--- src/rtl/uart_tx_sched_pkg.sv ---
// Shared types and constants for the uart_tx_scheduler slice.
package uart_tx_sched_pkg;
  typedef enum logic [1:0] {
    IDLE   = 2'd0,
    LAUNCH = 2'd1,
    FRAME  = 2'd2
  } state_e;

  localparam int BYTE_W  = 8;
  localparam int MAX_REQ = 8;
endpackage

--- src/rtl/tx_rr_arbiter.sv ---
// Combinational round-robin pick: searches upward from ptr+1 with wrap-around.
import uart_tx_sched_pkg::*;

module tx_rr_arbiter #(
  parameter int NUM_REQ = 2
) (
  input  logic [NUM_REQ-1:0]         req_valid,
  input  logic [$clog2(NUM_REQ)-1:0] ptr,
  output logic [NUM_REQ-1:0]         grant_oh,
  output logic [$clog2(NUM_REQ)-1:0] grant_idx
);
  localparam int IDX_W = $clog2(NUM_REQ);

  always_comb begin
    int   idx;
    logic found;
    grant_oh  = '0;
    grant_idx = '0;
    found     = 1'b0;
    idx       = 0;
    for (int k = 1; k <= MAX_REQ; k++) begin
      idx = (int'(ptr) + k) % NUM_REQ;
      if (!found && (k <= NUM_REQ) && req_valid[idx]) begin
        found         = 1'b1;
        grant_oh[idx] = 1'b1;
        grant_idx     = IDX_W'(idx);
      end
    end
  end
endmodule

--- src/rtl/uart_tx_scheduler.sv ---
// Shares one uart_tx between NUM_REQ byte producers (round-robin, registered outputs).
// Optional launch watchdog enabled by defining UART_TX_SCHED_TIMEOUT_EN.
import uart_tx_sched_pkg::*;

module uart_tx_scheduler #(
  parameter int NUM_REQ = 2,
  parameter int TIMEOUT = 16
) (
  input  logic                        clk,
  input  logic                        rst,
  input  logic [NUM_REQ-1:0]          req_valid,
  input  logic [BYTE_W*NUM_REQ-1:0]   req_byte,
  output logic [NUM_REQ-1:0]          req_ack,
  input  logic                        transmit_ready,
  output logic                        tx_ctrl,
  output logic [BYTE_W-1:0]           tx_byte,
  output logic [$clog2(NUM_REQ)-1:0]  grant_id,
  output logic                        busy,
  output logic                        timeout_err
);
  localparam int IDX_W = $clog2(NUM_REQ);
  localparam logic [IDX_W-1:0] PTR_RST = IDX_W'(NUM_REQ - 1);

  state_e             state_q, state_d;
  logic               tx_ctrl_q, tx_ctrl_d;
  logic [BYTE_W-1:0]  tx_byte_q, tx_byte_d;
  logic [NUM_REQ-1:0] req_ack_q, req_ack_d;
  logic [IDX_W-1:0]   grant_id_q, grant_id_d;
  logic [IDX_W-1:0]   ptr_q, ptr_d;
  logic               busy_q, busy_d;
  logic [NUM_REQ-1:0] arb_oh;
  logic [IDX_W-1:0]   arb_idx;
  logic               grant_fire;
  logic               timeout_hit;

  tx_rr_arbiter #(.NUM_REQ(NUM_REQ)) u_arb (
    .req_valid (req_valid),
    .ptr       (ptr_q),
    .grant_oh  (arb_oh),
    .grant_idx (arb_idx)
  );

  // A grant is only made while the transmitter reports idle.
  assign grant_fire = (state_q == IDLE) && (|req_valid) && transmit_ready;

`ifdef UART_TX_SCHED_TIMEOUT_EN
  localparam int CNT_W = $clog2(TIMEOUT + 1);
  logic [CNT_W-1:0] cnt_q, cnt_d;
  logic             timeout_err_q, timeout_err_d;

  assign timeout_hit = (state_q == LAUNCH) && transmit_ready &&
                       (cnt_q == CNT_W'(TIMEOUT - 1));

  always_comb begin
    cnt_d         = (state_q == LAUNCH) ? cnt_q + CNT_W'(1) : '0;
    timeout_err_d = timeout_err_q | timeout_hit;
  end

  always_ff @(posedge clk) begin
    if (rst) begin
      cnt_q         <= '0;
      timeout_err_q <= 1'b0;
    end else begin
      cnt_q         <= cnt_d;
      timeout_err_q <= timeout_err_d;
    end
  end

  assign timeout_err = timeout_err_q;
`else
  logic unused_timeout;
  assign unused_timeout = (TIMEOUT > 0);
  assign timeout_hit    = 1'b0;
  assign timeout_err    = 1'b0;
`endif

  always_ff @(posedge clk) begin
    if (rst) begin
      state_q    <= IDLE;
      tx_ctrl_q  <= 1'b0;
      tx_byte_q  <= '0;
      req_ack_q  <= '0;
      grant_id_q <= '0;
      ptr_q      <= PTR_RST;
      busy_q     <= 1'b0;
    end else begin
      state_q    <= state_d;
      tx_ctrl_q  <= tx_ctrl_d;
      tx_byte_q  <= tx_byte_d;
      req_ack_q  <= req_ack_d;
      grant_id_q <= grant_id_d;
      ptr_q      <= ptr_d;
      busy_q     <= busy_d;
    end
  end

  always_comb begin
    state_d = state_q;
    unique case (state_q)
      IDLE:    if (grant_fire) state_d = LAUNCH;
      LAUNCH: begin
        if (!transmit_ready)  state_d = FRAME;
        else if (timeout_hit) state_d = IDLE;
      end
      FRAME:   if (transmit_ready) state_d = IDLE;
      default: state_d = IDLE;
    endcase
  end

  always_comb begin
    tx_ctrl_d  = (state_d == LAUNCH);
    busy_d     = (state_d != IDLE);
    req_ack_d  = '0;
    tx_byte_d  = tx_byte_q;
    grant_id_d = grant_id_q;
    ptr_d      = ptr_q;
    if (grant_fire) begin
      req_ack_d  = arb_oh;
      tx_byte_d  = req_byte[int'(arb_idx)*BYTE_W +: BYTE_W];
      grant_id_d = arb_idx;
      ptr_d      = arb_idx;
    end
  end

  assign tx_ctrl  = tx_ctrl_q;
  assign tx_byte  = tx_byte_q;
  assign req_ack  = req_ack_q;
  assign grant_id = grant_id_q;
  assign busy     = busy_q;
endmodule

--- config.mk ---
export PLATFORM = sky130hd
export DESIGN_NAME = uart_tx_scheduler
export DESIGN_NICKNAME = d
export VERILOG_FILES = /design/src/rtl/uart_tx_sched_pkg.sv /design/src/rtl/tx_rr_arbiter.sv /design/src/rtl/uart_tx_scheduler.sv
export SDC_FILE = /design/constraint.sdc
export NUM_CORES = 1
export LEC_CHECK = 0
export BUFFER_PORTS_ARGS = -buffer_cell sky130_fd_sc_hd__buf_2
export CAP_MARGIN = 10
export CORE_MARGIN = 4
export CORE_UTILIZATION = 40
export CTS_BUF_LIST = sky130_fd_sc_hd__clkbuf_4 sky130_fd_sc_hd__clkbuf_8
export CTS_CLUSTER_SIZE = 20
export DETAILED_ROUTE_END_ITERATION = 12
export MAX_ROUTING_LAYER = met4
export PLACE_DENSITY = 0.8
export REMOVE_ABC_BUFFERS = 1
export SYNTH_ARGS = -nofsm -noshare
export SYNTH_HDL_FRONTEND = slang
export SYNTH_SLANG_ARGS = --single-unit
export TNS_END_PERCENT = 1
--- constraint.sdc ---
create_clock -name clk -period 1.7 [get_ports clk]
set_clock_uncertainty 0.05 [all_clocks]
set_input_delay 0.34 -clock clk [delete_from_list [all_inputs] [get_ports clk]]
set_output_delay 0.34 -clock clk [all_outputs]
set_load 0.02 [all_outputs]
==> impl_metrics.py <==
metrics = {
    "layout": {
        "area_growth_pct": 34.3,
        "num-nets-final": 124,
        "diodes": 0,
        "drive_gt1_share_pct": 43.6,
        "n_fill_cell": 134,
    },
    "logic_synthesis": {
        "yosysUniqueCellTypes": 21,
        "synth-async-reset-ratio_pct": 0,
        "avgSynthCellArea_um2": 10.3,
        "postSynth.topFlopCell": "dfxtp_1",
        "ys_seq_area_share_pct": 49.3,
        "synth_top_cell_by_area": "dfxtp_1",
        "synth_top_cell_area_share_pct": 49.3,
        "yosys-top-cells-count": "dfxtp_1, inv_1, o221a_1",
        "synth.yosys.warnings": 0,
        "synth_top_family_by_area": "compound AO/OA/AOI/OAI gates",
        "postSynthCellCount": 63,
        "synth_xor_area_share_pct": 1.35,
        "synth_compound_area_share_pct": 27.7,
        "synth_edf_count": 0,
        "ys_ff_latch": 16,
        "syn_area_um2": 649,
        "synthSimpleGateAreaFrac_pct": 10.6,
        "synth_fa_ha_area_share_pct": 0,
        "synthMuxAreaShare_pct": 0,
        "yosysMostFrequentCell": "dfxtp_1",
        "synth.area.top_cells": "dfxtp_1, o221a_1, o22ai_1",
    },
    "grt": {
        "grtUsageTotal_pct": 13.7,
        "grt_max_degree": 12,
        "antenna_found_initial": 0,
        "grt_overflow_total": 0,
        "grt_pass1_vias": 512,
        "grt_pass1_wl_um": 2130,
    },
    "clock_tree": {
        "cts_made_buffers": 3,
        "ctsRootBufferMaster": "clkbuf_4",
        "htreeDepth": 1,
        "postCtsSetupBuffers": 0,
        "cts_sinks": 16,
        "cts_tree": "yes",
        "clock_latency_ns": 0.28,
        "clockBufferDepth": 2,
        "cts.clk_slew.worst_paths_ns": 0.08,
    },
    "run_status": {
        "status": "complete, no violations",
    },
    "power_and_ir_drop": {
        "power_leakage_uw": 0.000419,
        "max-vdd-ir-drop_mv": 0.407,
        "power.total_uw": 795,
        "cellPowerDensity_nw_per_um2": 912,
    },
    "floorplan": {
        "rows": 14,
        "die_w_um": 48.3,
        "die_height_um": 48.3,
        "boundaryPins": 35,
        "die_area_um2": 2330,
        "core_um2": 1520,
        "start_util_pct": 42.6,
    },
    "route": {
        "wl_per_cell_um": 12.9,
        "drt-initial-drc-count": 5,
        "vias_per_cell": 5.17,
        "totalWireLength_um": 1510,
        "dr_wl_met3_um": 141,
        "drc": 0,
        "firstDrtPassIters": 4,
        "wl_met2_um": 747,
        "wl_met1_um": 604,
        "vias": 605,
        "ant_nets": 0,
        "maxUsedRoutingLayer": "met4",
    },
    "sta": {
        "whs_ns": 0.229,
        "rsz0062_at_grt": "false",
        "fmax_ghz": 0.633,
        "setup_viol": 0,
        "min_period_ns": 1.58,
        "finalCritPeriodShare_pct": 92.9,
        "hold_viol_final": 0,
        "slew_violations": 0,
    },
    "flow_run": {
        "cap_violations": 0,
    },
    "critical_path": {
        "worstSetupPathType": "reg -> reg",
        "worst-endpoint-required_ns": 1.82,
        "startpoint_type": "flip-flop",
        "cp_max_fo": 9,
        "critPathCaptureType": "flip-flop",
        "cp.arrival_ns": 1.70,
    },
    "place": {
        "dpl.hpwl_um": 1190,
        "portBuffers": 33,
        "gp_congestion": 0.810,
    },
    "min_path": {
        "hold_class": "in -> reg",
    },
}
-- layout by cell type, fill, tap and decap left out, drive strengths merged --
cell type,n
xnor2,1
nor4b,2
inv,9
buf,39
a211o,1
o221a,8
or2,1
o2bb2ai,1
or3b,1
nor2,2
clkbuf,3
dfxtp,16
nor3,2
o21bai,2
or4bb,1
o22ai,7
nand2,2
o311ai,1
a21oi,1
conb,1
-- timing repair --
item                       in CTS  in global routing
hold buffers                    0                  0
setup endpoints to repair       0                  7
gates resized for setup         0                  1
-- through the flow --
stage,cell area (µm²),setup TNS (ns),instances,setup slack (ns),util (%)
final,872,0,117,0.120,57.2
after global routing,872,0,117,0.0596,57.2
after CTS,868,0,117,0.0186,57.0
after detailed placement,846,-0.428,114,-0.0742,55.5
after global placement,846,-0.0857,114,-0.0135,55.5
after floorplan,616,0,59,0.0820,-
-- layout make-up --
cell class	instances	area (µm²)	area share (%)
Sequential cell	16	320	36.7
Multi-Input combinational cell	34	265	30.4
Timing Repair Buffer	39	210	24.1
Inverter	9	33.8	3.87
Clock buffer	3	22.5	2.58
Tap cell	16	20.0	2.30
-- worst max-delay path: stages (launching register included) --
cell,delay [ns]
dfxtp_1,0.32
or4bb_1,0.52
o21bai_2,0.29
o221a_1,0.29
-- report_power, final --
group / switching, µW / internal (µW) / total, µW
sequential: 15.6 / 406 / 422
combinational: 98.5 / 83.8 / 182
clock: 109 / 82.2 / 191
-- routing by layer --
metal / up-vias / global-route usage [%]
li1: 311 / -
met2: 22 / 23.2
met4: 0 / 6.45
met1: 270 / 14.9
met3: 2 / 3.32
met5: - / -
-- cells by family after synthesis --
logic type / count (synthesis)
DFF: 16
other: 1
xor gates and xnor gates: 1
and+or+nand+nor: 11
buffers and inverters: 13
AOI/OAI and AO/OA: 21
-- flip-flops by register name, summed over array words and instances (netlist names) --
name	flops
tx_ctrl	1
req_ack	2
busy	1
ptr_q	1
tx_byte	8
grant_id	1
state_q	2
-- worst paths after layout --
| check | start | to | slack [ns] | depth (start not counted) |
|---|---|---|---|---|
| setup / recovery | state_q[1] | tx_byte[1] | 0.12 | 3 |
| hold / removal | transmit_ready | state_q[1] | 0.23 | 2 |
| hold reg to reg | grant_id | grant_id | 0.41 | 2 |
| setup reg to reg | state_q[1] | tx_byte[1] | 0.12 | 3 |
Note: power is estimated with default switching activity, not from simulation.
